File: config.mk
export PLATFORM = sky130hd
export DESIGN_NAME = debounce_onepulse
export DESIGN_NICKNAME = d
export VERILOG_FILES = /design/src/rtl/db_pkg.sv /design/src/rtl/debounce_ch.sv /design/src/rtl/debounce_onepulse.sv
export SDC_FILE = /design/constraint.sdc
export NUM_CORES = 1
export LEC_CHECK = 0
export CORE_MARGIN = 2
export CORE_UTILIZATION = 29
export DETAILED_ROUTE_END_ITERATION = 7
export HOLD_SLACK_MARGIN = 0.15
export SLEW_MARGIN = 20
export SYNTH_ARGS = -nofsm -noshare
export SYNTH_HDL_FRONTEND = slang
export SYNTH_SLANG_ARGS = --single-unit
File: constraint.sdc
create_clock -name clk -period 4.4 [get_ports clk]
set_input_delay 0.88 -clock clk [delete_from_list [all_inputs] [get_ports clk]]
set_output_delay 0.88 -clock clk [all_outputs]
set_load 0.05 [all_outputs]
File: src/rtl/db_pkg.sv
`default_nettype none
// ============================================================================
// Module      : db_pkg
// Description : Shared state encoding and default timing constants for the
//               two-channel button debounce / one-pulse conditioner.
// Revision    : 1.0 - initial release
// ============================================================================
package db_pkg;

    localparam logic [0:0] ST_STABLE   = 1'b0;
    localparam logic [0:0] ST_CHANGING = 1'b1;

    // 1 ms debounce and 1 s long-press at 100 MHz
    localparam int DEB_CYCLES_DEF  = 100000;
    localparam int LONG_CYCLES_DEF = 100000000;

endpackage : db_pkg
`default_nettype wire

File: src/rtl/debounce_ch.sv
`default_nettype none
// ============================================================================
// Module      : debounce_ch
// Description : Single button channel: two-flop synchroniser, debounce FSM,
//               press pulse and (with LONG_PRESS_EN) long-press pulse.
// Revision    : 1.0 - initial release
// ============================================================================
module debounce_ch
    import db_pkg::*;
#(
    parameter int DEB_CYCLES  = DEB_CYCLES_DEF,
    parameter int CNT_W       = $clog2(DEB_CYCLES + 1),
    parameter int LONG_CYCLES = LONG_CYCLES_DEF
) (
    input  logic clk,
    input  logic rst,
    input  logic i_btn,
    output logic o_pulse,
`ifdef LONG_PRESS_EN
    output logic o_long,
`endif
    output logic o_level
);

    localparam logic [CNT_W-1:0] c_cnt_last = CNT_W'(DEB_CYCLES - 1);

    logic             r_sync1;
    logic             r_sync2;
    logic [0:0]       r_state;
    logic [CNT_W-1:0] r_cnt;
    logic             r_level;
    logic             r_level_d;
    logic             r_pulse;

    always_ff @(posedge clk) begin
        if (rst) begin
            r_sync1   <= 1'b0;
            r_sync2   <= 1'b0;
            r_state   <= ST_STABLE;
            r_cnt     <= '0;
            r_level   <= 1'b0;
            r_level_d <= 1'b0;
            r_pulse   <= 1'b0;
        end else begin
            r_sync1   <= i_btn;
            r_sync2   <= r_sync1;
            r_level_d <= r_level;
            r_pulse   <= r_level & ~r_level_d;

            case (r_state)
                ST_STABLE: begin
                    if (r_sync2 != r_level) begin
                        r_state <= ST_CHANGING;
                        r_cnt   <= CNT_W'(1);
                    end else begin
                        r_cnt   <= '0;
                    end
                end
                ST_CHANGING: begin
                    // Any sample agreeing with the current level is a bounce
                    if (r_sync2 == r_level) begin
                        r_state <= ST_STABLE;
                        r_cnt   <= '0;
                    end else if (r_cnt == c_cnt_last) begin
                        r_level <= ~r_level;
                        r_state <= ST_STABLE;
                        r_cnt   <= '0;
                    end else begin
                        r_cnt   <= r_cnt + CNT_W'(1);
                    end
                end
                default: begin
                    r_state <= ST_STABLE;
                    r_cnt   <= '0;
                end
            endcase
        end
    end

    assign o_pulse = r_pulse;
    assign o_level = r_level;

`ifdef LONG_PRESS_EN
    localparam int              c_long_w    = $clog2(LONG_CYCLES + 1);
    localparam logic [c_long_w-1:0] c_hold_max  = c_long_w'(LONG_CYCLES);
    localparam logic [c_long_w-1:0] c_hold_last = c_long_w'(LONG_CYCLES - 1);

    logic [c_long_w-1:0] r_hold;
    logic                r_long;

    // Saturating past the trigger value keeps the pulse to one per press
    always_ff @(posedge clk) begin
        if (rst) begin
            r_hold <= '0;
            r_long <= 1'b0;
        end else begin
            if (!r_level) begin
                r_hold <= '0;
            end else if (r_hold != c_hold_max) begin
                r_hold <= r_hold + c_long_w'(1);
            end
            r_long <= r_level && (r_hold == c_hold_last);
        end
    end

    assign o_long = r_long;
`else
    logic w_unused_long_cycles;
    assign w_unused_long_cycles = (LONG_CYCLES > 0);
`endif

endmodule : debounce_ch
`default_nettype wire

File: src/rtl/debounce_onepulse.sv
`default_nettype none
// ============================================================================
// Module      : debounce_onepulse
// Description : Two independent button conditioners producing debounced
//               levels and one-cycle press pulses. Define LONG_PRESS_EN to
//               add long-press pulse outputs long0/long1.
// Revision    : 1.0 - initial release
// ============================================================================
module debounce_onepulse
    import db_pkg::*;
#(
    parameter int DEB_CYCLES  = DEB_CYCLES_DEF,
    parameter int CNT_W       = $clog2(DEB_CYCLES + 1),
    parameter int LONG_CYCLES = LONG_CYCLES_DEF
) (
    input  logic clk,
    input  logic rst,
    input  logic btn0,
    input  logic btn1,
    output logic out0,
    output logic out1,
`ifdef LONG_PRESS_EN
    output logic long0,
    output logic long1,
`endif
    output logic level0,
    output logic level1
);

    debounce_ch #(
        .DEB_CYCLES  (DEB_CYCLES),
        .CNT_W       (CNT_W),
        .LONG_CYCLES (LONG_CYCLES)
    ) u_ch0 (
        .clk     (clk),
        .rst     (rst),
        .i_btn   (btn0),
        .o_pulse (out0),
`ifdef LONG_PRESS_EN
        .o_long  (long0),
`endif
        .o_level (level0)
    );

    debounce_ch #(
        .DEB_CYCLES  (DEB_CYCLES),
        .CNT_W       (CNT_W),
        .LONG_CYCLES (LONG_CYCLES)
    ) u_ch1 (
        .clk     (clk),
        .rst     (rst),
        .i_btn   (btn1),
        .o_pulse (out1),
`ifdef LONG_PRESS_EN
        .o_long  (long1),
`endif
        .o_level (level1)
    );

endmodule : debounce_onepulse
`default_nettype wire

==> impl_metrics.xml <==
<?xml version="1.0" encoding="UTF-8"?>
<metrics>
  <group name="routing">
    <metric name="drt-wirelength-per-cell" unit="um">10.7</metric>
    <metric name="ant_nets" unit="">0</metric>
    <metric name="drt_wl_total" unit="um">3110</metric>
    <metric name="drt_drc_violations_left" unit="">0</metric>
    <metric name="avgViaCountPerCell" unit="">4.72</metric>
    <metric name="first_iter_violations" unit="">60</metric>
    <metric name="detail_route.first_pass.iterations" unit="">4</metric>
    <metric name="route.vias.total" unit="">1369</metric>
  </group>
  <group name="synthesis">
    <metric name="yosysUniqueCellTypes" unit="">35</metric>
    <metric name="postSynthNetCount" unit="">210</metric>
    <metric name="synth.most_common_cell" unit="">dfxtp_1</metric>
    <metric name="syn-instance-count" unit="">204</metric>
    <metric name="synth_common_cells" unit="">dfxtp_1 (46), nor2_1 (30), xor2_1 (19)</metric>
    <metric name="ys_async_sr_fraction" unit="">0</metric>
    <metric name="yosysTopAreaCell" unit="">dfxtp_1</metric>
    <metric name="synth.area.top_cells" unit="">dfxtp_1 (48%), xor2_1 (8.6%), nor2_1 (5.8%), nand4_1 (4.2%), xnor2_1 (4.1%)</metric>
    <metric name="top_ff_cell_synth" unit="">dfxtp_1</metric>
    <metric name="synth_enable_flop_cells" unit="">0</metric>
    <metric name="mappedNetlistArea" unit="um2">1930</metric>
    <metric name="synth_sequential_area_ratio" unit="">0.477</metric>
    <metric name="synth_seq_cells" unit="">46</metric>
    <metric name="synth_area_per_cell" unit="um2">9.46</metric>
    <metric name="synth_top_area_share" unit="">0.477</metric>
    <metric name="ys.warnings.count" unit="">0</metric>
  </group>
  <group name="sta">
    <metric name="grt_setup_unrepaired" unit="">false</metric>
    <metric name="layout_worst_path_cycle_share" unit="">0.534</metric>
    <metric name="report.final.slew_viol_count" unit="">0</metric>
    <metric name="max_freq" unit="MHz">425</metric>
    <metric name="worstMarginPinSlew" unit="ns">0.494</metric>
    <metric name="clock_skews" unit="ns">0.0109</metric>
    <metric name="fin_crit" unit="ns">2.35</metric>
    <metric name="final.setup.worst_slack" unit="ns">2.05</metric>
    <metric name="setup_viol" unit="">0</metric>
    <metric name="final-hold-violation-count" unit="">0</metric>
    <metric name="whs" unit="ns">0.384</metric>
    <metric name="tns" unit="ns">0</metric>
    <metric name="slew_limit_headroom" unit="">0.670</metric>
  </group>
  <group name="clock_network">
    <metric name="ctsHoldBuffers" unit="">0</metric>
    <metric name="clock_insertion_delay_worst_skew" unit="ns">0.29</metric>
    <metric name="numCtsBuffers" unit="">5</metric>
    <metric name="cts_max_level" unit="">2</metric>
    <metric name="cts_repair_resize_count" unit="">0</metric>
    <metric name="clock_tree_from_tritoncts" unit="">yes</metric>
    <metric name="ctsLongestPathBuffers" unit="">2</metric>
    <metric name="cts_setup_buffers" unit="">0</metric>
    <metric name="clkSlewWorstSetupHoldPaths" unit="ns">0.08</metric>
    <metric name="clock_tree.root_cell" unit="">clkbuf_8</metric>
    <metric name="clock_sinks" unit="">46</metric>
  </group>
  <group name="placed_design">
    <metric name="placement.setup.worst_slack" unit="ns">1.93</metric>
    <metric name="gp_congestion" unit="">0.717</metric>
    <metric name="post-place-cells" unit="">282</metric>
    <metric name="io_buffers" unit="">7</metric>
    <metric name="dp_hpwl" unit="um">2210</metric>
  </group>
  <group name="critical_path">
    <metric name="worst-path-max-fanout" unit="">3</metric>
    <metric name="critPathSlowestCell" unit="">clkdlybuf4s50_1</metric>
    <metric name="critical_path.max_stage_delay" unit="ns">0.82</metric>
    <metric name="critical_path_class" unit="">flip-flop to output pin</metric>
    <metric name="critical_path.startpoint" unit="">u_ch1.o_level$_SDFFE_PP0P_</metric>
    <metric name="path_buf_inv" unit="">1</metric>
    <metric name="critical_path_cell_count" unit="">1</metric>
    <metric name="cells_on_worst_reg2reg_path" unit="">5</metric>
    <metric name="crit_path_end_kind" unit="">output pin</metric>
    <metric name="start_kind" unit="">flip-flop</metric>
    <metric name="r2r-start" unit="">u_ch0.r_cnt[0]$_SDFF_PP0_</metric>
    <metric name="cp_top_family" unit="">buffers and inverters</metric>
    <metric name="worst-endpoint-required" unit="ns">3.52</metric>
    <metric name="worstPathArrival" unit="ns">1.47</metric>
    <metric name="worstPathCellList" unit="">clkdlybuf4s50_1</metric>
    <metric name="reg2reg_setup_slack" unit="ns">2.58</metric>
  </group>
  <group name="floorplan">
    <metric name="std_cell_rows" unit="">29</metric>
    <metric name="io_count" unit="">8</metric>
    <metric name="start_util" unit="">0.302</metric>
    <metric name="chipHeight" unit="um">85.6</metric>
    <metric name="dieArea" unit="um2">7320</metric>
    <metric name="die-width" unit="um">85.6</metric>
    <metric name="core_footprint" unit="um2">6390</metric>
  </group>
  <group name="pwr">
    <metric name="power.density" unit="nW/um2">319</metric>
    <metric name="total_leakage_power" unit="nW">0.698</metric>
    <metric name="ir_worst_vdd" unit="mV">0.132</metric>
  </group>
  <group name="final_layout">
    <metric name="area_growth" unit="%">11.2</metric>
    <metric name="net_count_reported_at_finish" unit="">218</metric>
    <metric name="antenna_cells_inserted" unit="">0</metric>
    <metric name="fraction_of_final_layout_cells_with_drive_strength_greater_than_1" unit="">0.0469</metric>
    <metric name="number_of_standard_cells_in_the_final_layout_excluding_fillers" unit="">290</metric>
  </group>
  <group name="status">
    <metric name="run_status" unit="">completed</metric>
  </group>
  <group name="grt">
    <metric name="global_route_wire_length_before_repair" unit="um">5690</metric>
    <metric name="grt_pass1_vias" unit="">1355</metric>
    <metric name="grt_use_total" unit="">0.0949</metric>
    <metric name="largest_net_degree_at_the_start_of_global_routing" unit="">17</metric>
    <metric name="leftover_overflow_at_the_end_of_global_routing" unit="">0</metric>
    <metric name="antenna_found_initial" unit="">0</metric>
  </group>
  <group name="job">
    <metric name="max_cap_viol_count" unit="">0</metric>
  </group>
  <group name="min_path">
    <metric name="worstHoldStart" unit="">u_ch0.r_level_d$_SDFF_PP0_</metric>
    <metric name="min-delay-path-class" unit="">flip-flop to flip-flop</metric>
    <metric name="hold_path_depth" unit="">1</metric>
  </group>
</metrics>
worst paths after layout:
kind | end
max | level1
min | u_ch0.o_pulse$_SDFF_PP0_
max reg2reg | u_ch0.r_cnt[3]$_SDFF_PP0_
min reg2reg | u_ch0.o_pulse$_SDFF_PP0_
layout by cell type, fill, tap and decap left out, types with 6 or more instances in the layout:
cell type        Yosys  final
nand3_1             12     12
xor2_1              19     19
nor2_1              30     30
nand2_1              8      8
dfxtp_1             46     46
clkbuf_8             0      6
xnor2_1              9      9
inv_1                6      6
and3_1               6      6
clkdlybuf4s50_1      0      7
nor2b_1              6      6
nand4_1             13     13
area by class of cell:
class	count	area (um2)
Clock buffer	7	86.3
Clock inverter	1	5.00
Fill cell	657	4240
Inverter	6	22.5
Multi-Input combinational cell	146	945
Sequential cell	46	921
Tap cell	77	96.3
Timing Repair Buffer	7	70.1
cell families (layout without fill, tap and decap cells):
| kind of cell | after synthesis | count (layout) | share of synthesized area |
|---|---|---|---|
| flip-flops | 46 | 46 | 0.477 |
| XOR/XNOR | 28 | 28 | 0.127 |
| buffers and inverters | 12 | 21 | 0.0331 |
| adder cells (fa/ha/maj) | 2 | 2 | 0.0130 |
| AO/OA/AOI/OAI | 13 | 13 | 0.0422 |
| AND/OR/NAND/NOR | 102 | 102 | 0.302 |
| multiplexers | 1 | 1 | 0.00519 |
per-stage QoR:
| stage | power, mW | instance area [um2] | utilization |
|---|---|---|---|
| floorplan | 0.434 | 1930 | - |
| global placement | 0.438 | 2050 | 0.322 |
| detailed placement | 0.438 | 2050 | 0.322 |
| CTS | 0.698 | 2150 | 0.336 |
| global route | 0.716 | 2150 | 0.336 |
| finish | 0.684 | 2150 | 0.336 |
layer usage:
layer,vias to the layer above,routed length (um),GRT usage
met5,-,0,0
met4,0,37,0.0346
met3,2,54,0.0269
met2,9,1470,0.156
met1,625,1540,0.119
li1,733,-,-
state kept, by name, indices dropped and copies added (netlist names):
name             cells
u_ch0.o_pulse        1
u_ch1.r_sync2        1
u_ch1.r_state        1
u_ch0.r_sync2        1
u_ch0.o_level        1
u_ch0.r_sync1        1
u_ch1.r_sync1        1
u_ch1.o_level        1
u_ch0.r_level_d      1
u_ch1.o_pulse        1
u_ch0.r_state        1
u_ch1.r_level_d      1
u_ch1.r_cnt         17
u_ch0.r_cnt         17
power breakdown:
group | leakage (nW) | switching, mW | total (mW) | internal (mW)
clock | 0.0482 | 0.129 | 0.255 | 0.127
combinational | 0.279 | 0.00340 | 0.00808 | 0.00468
sequential | 0.372 | 0.00152 | 0.420 | 0.419
total | 0.698 | 0.134 | 0.684 | 0.550
Note: power is estimated with default switching activity, not from simulation.
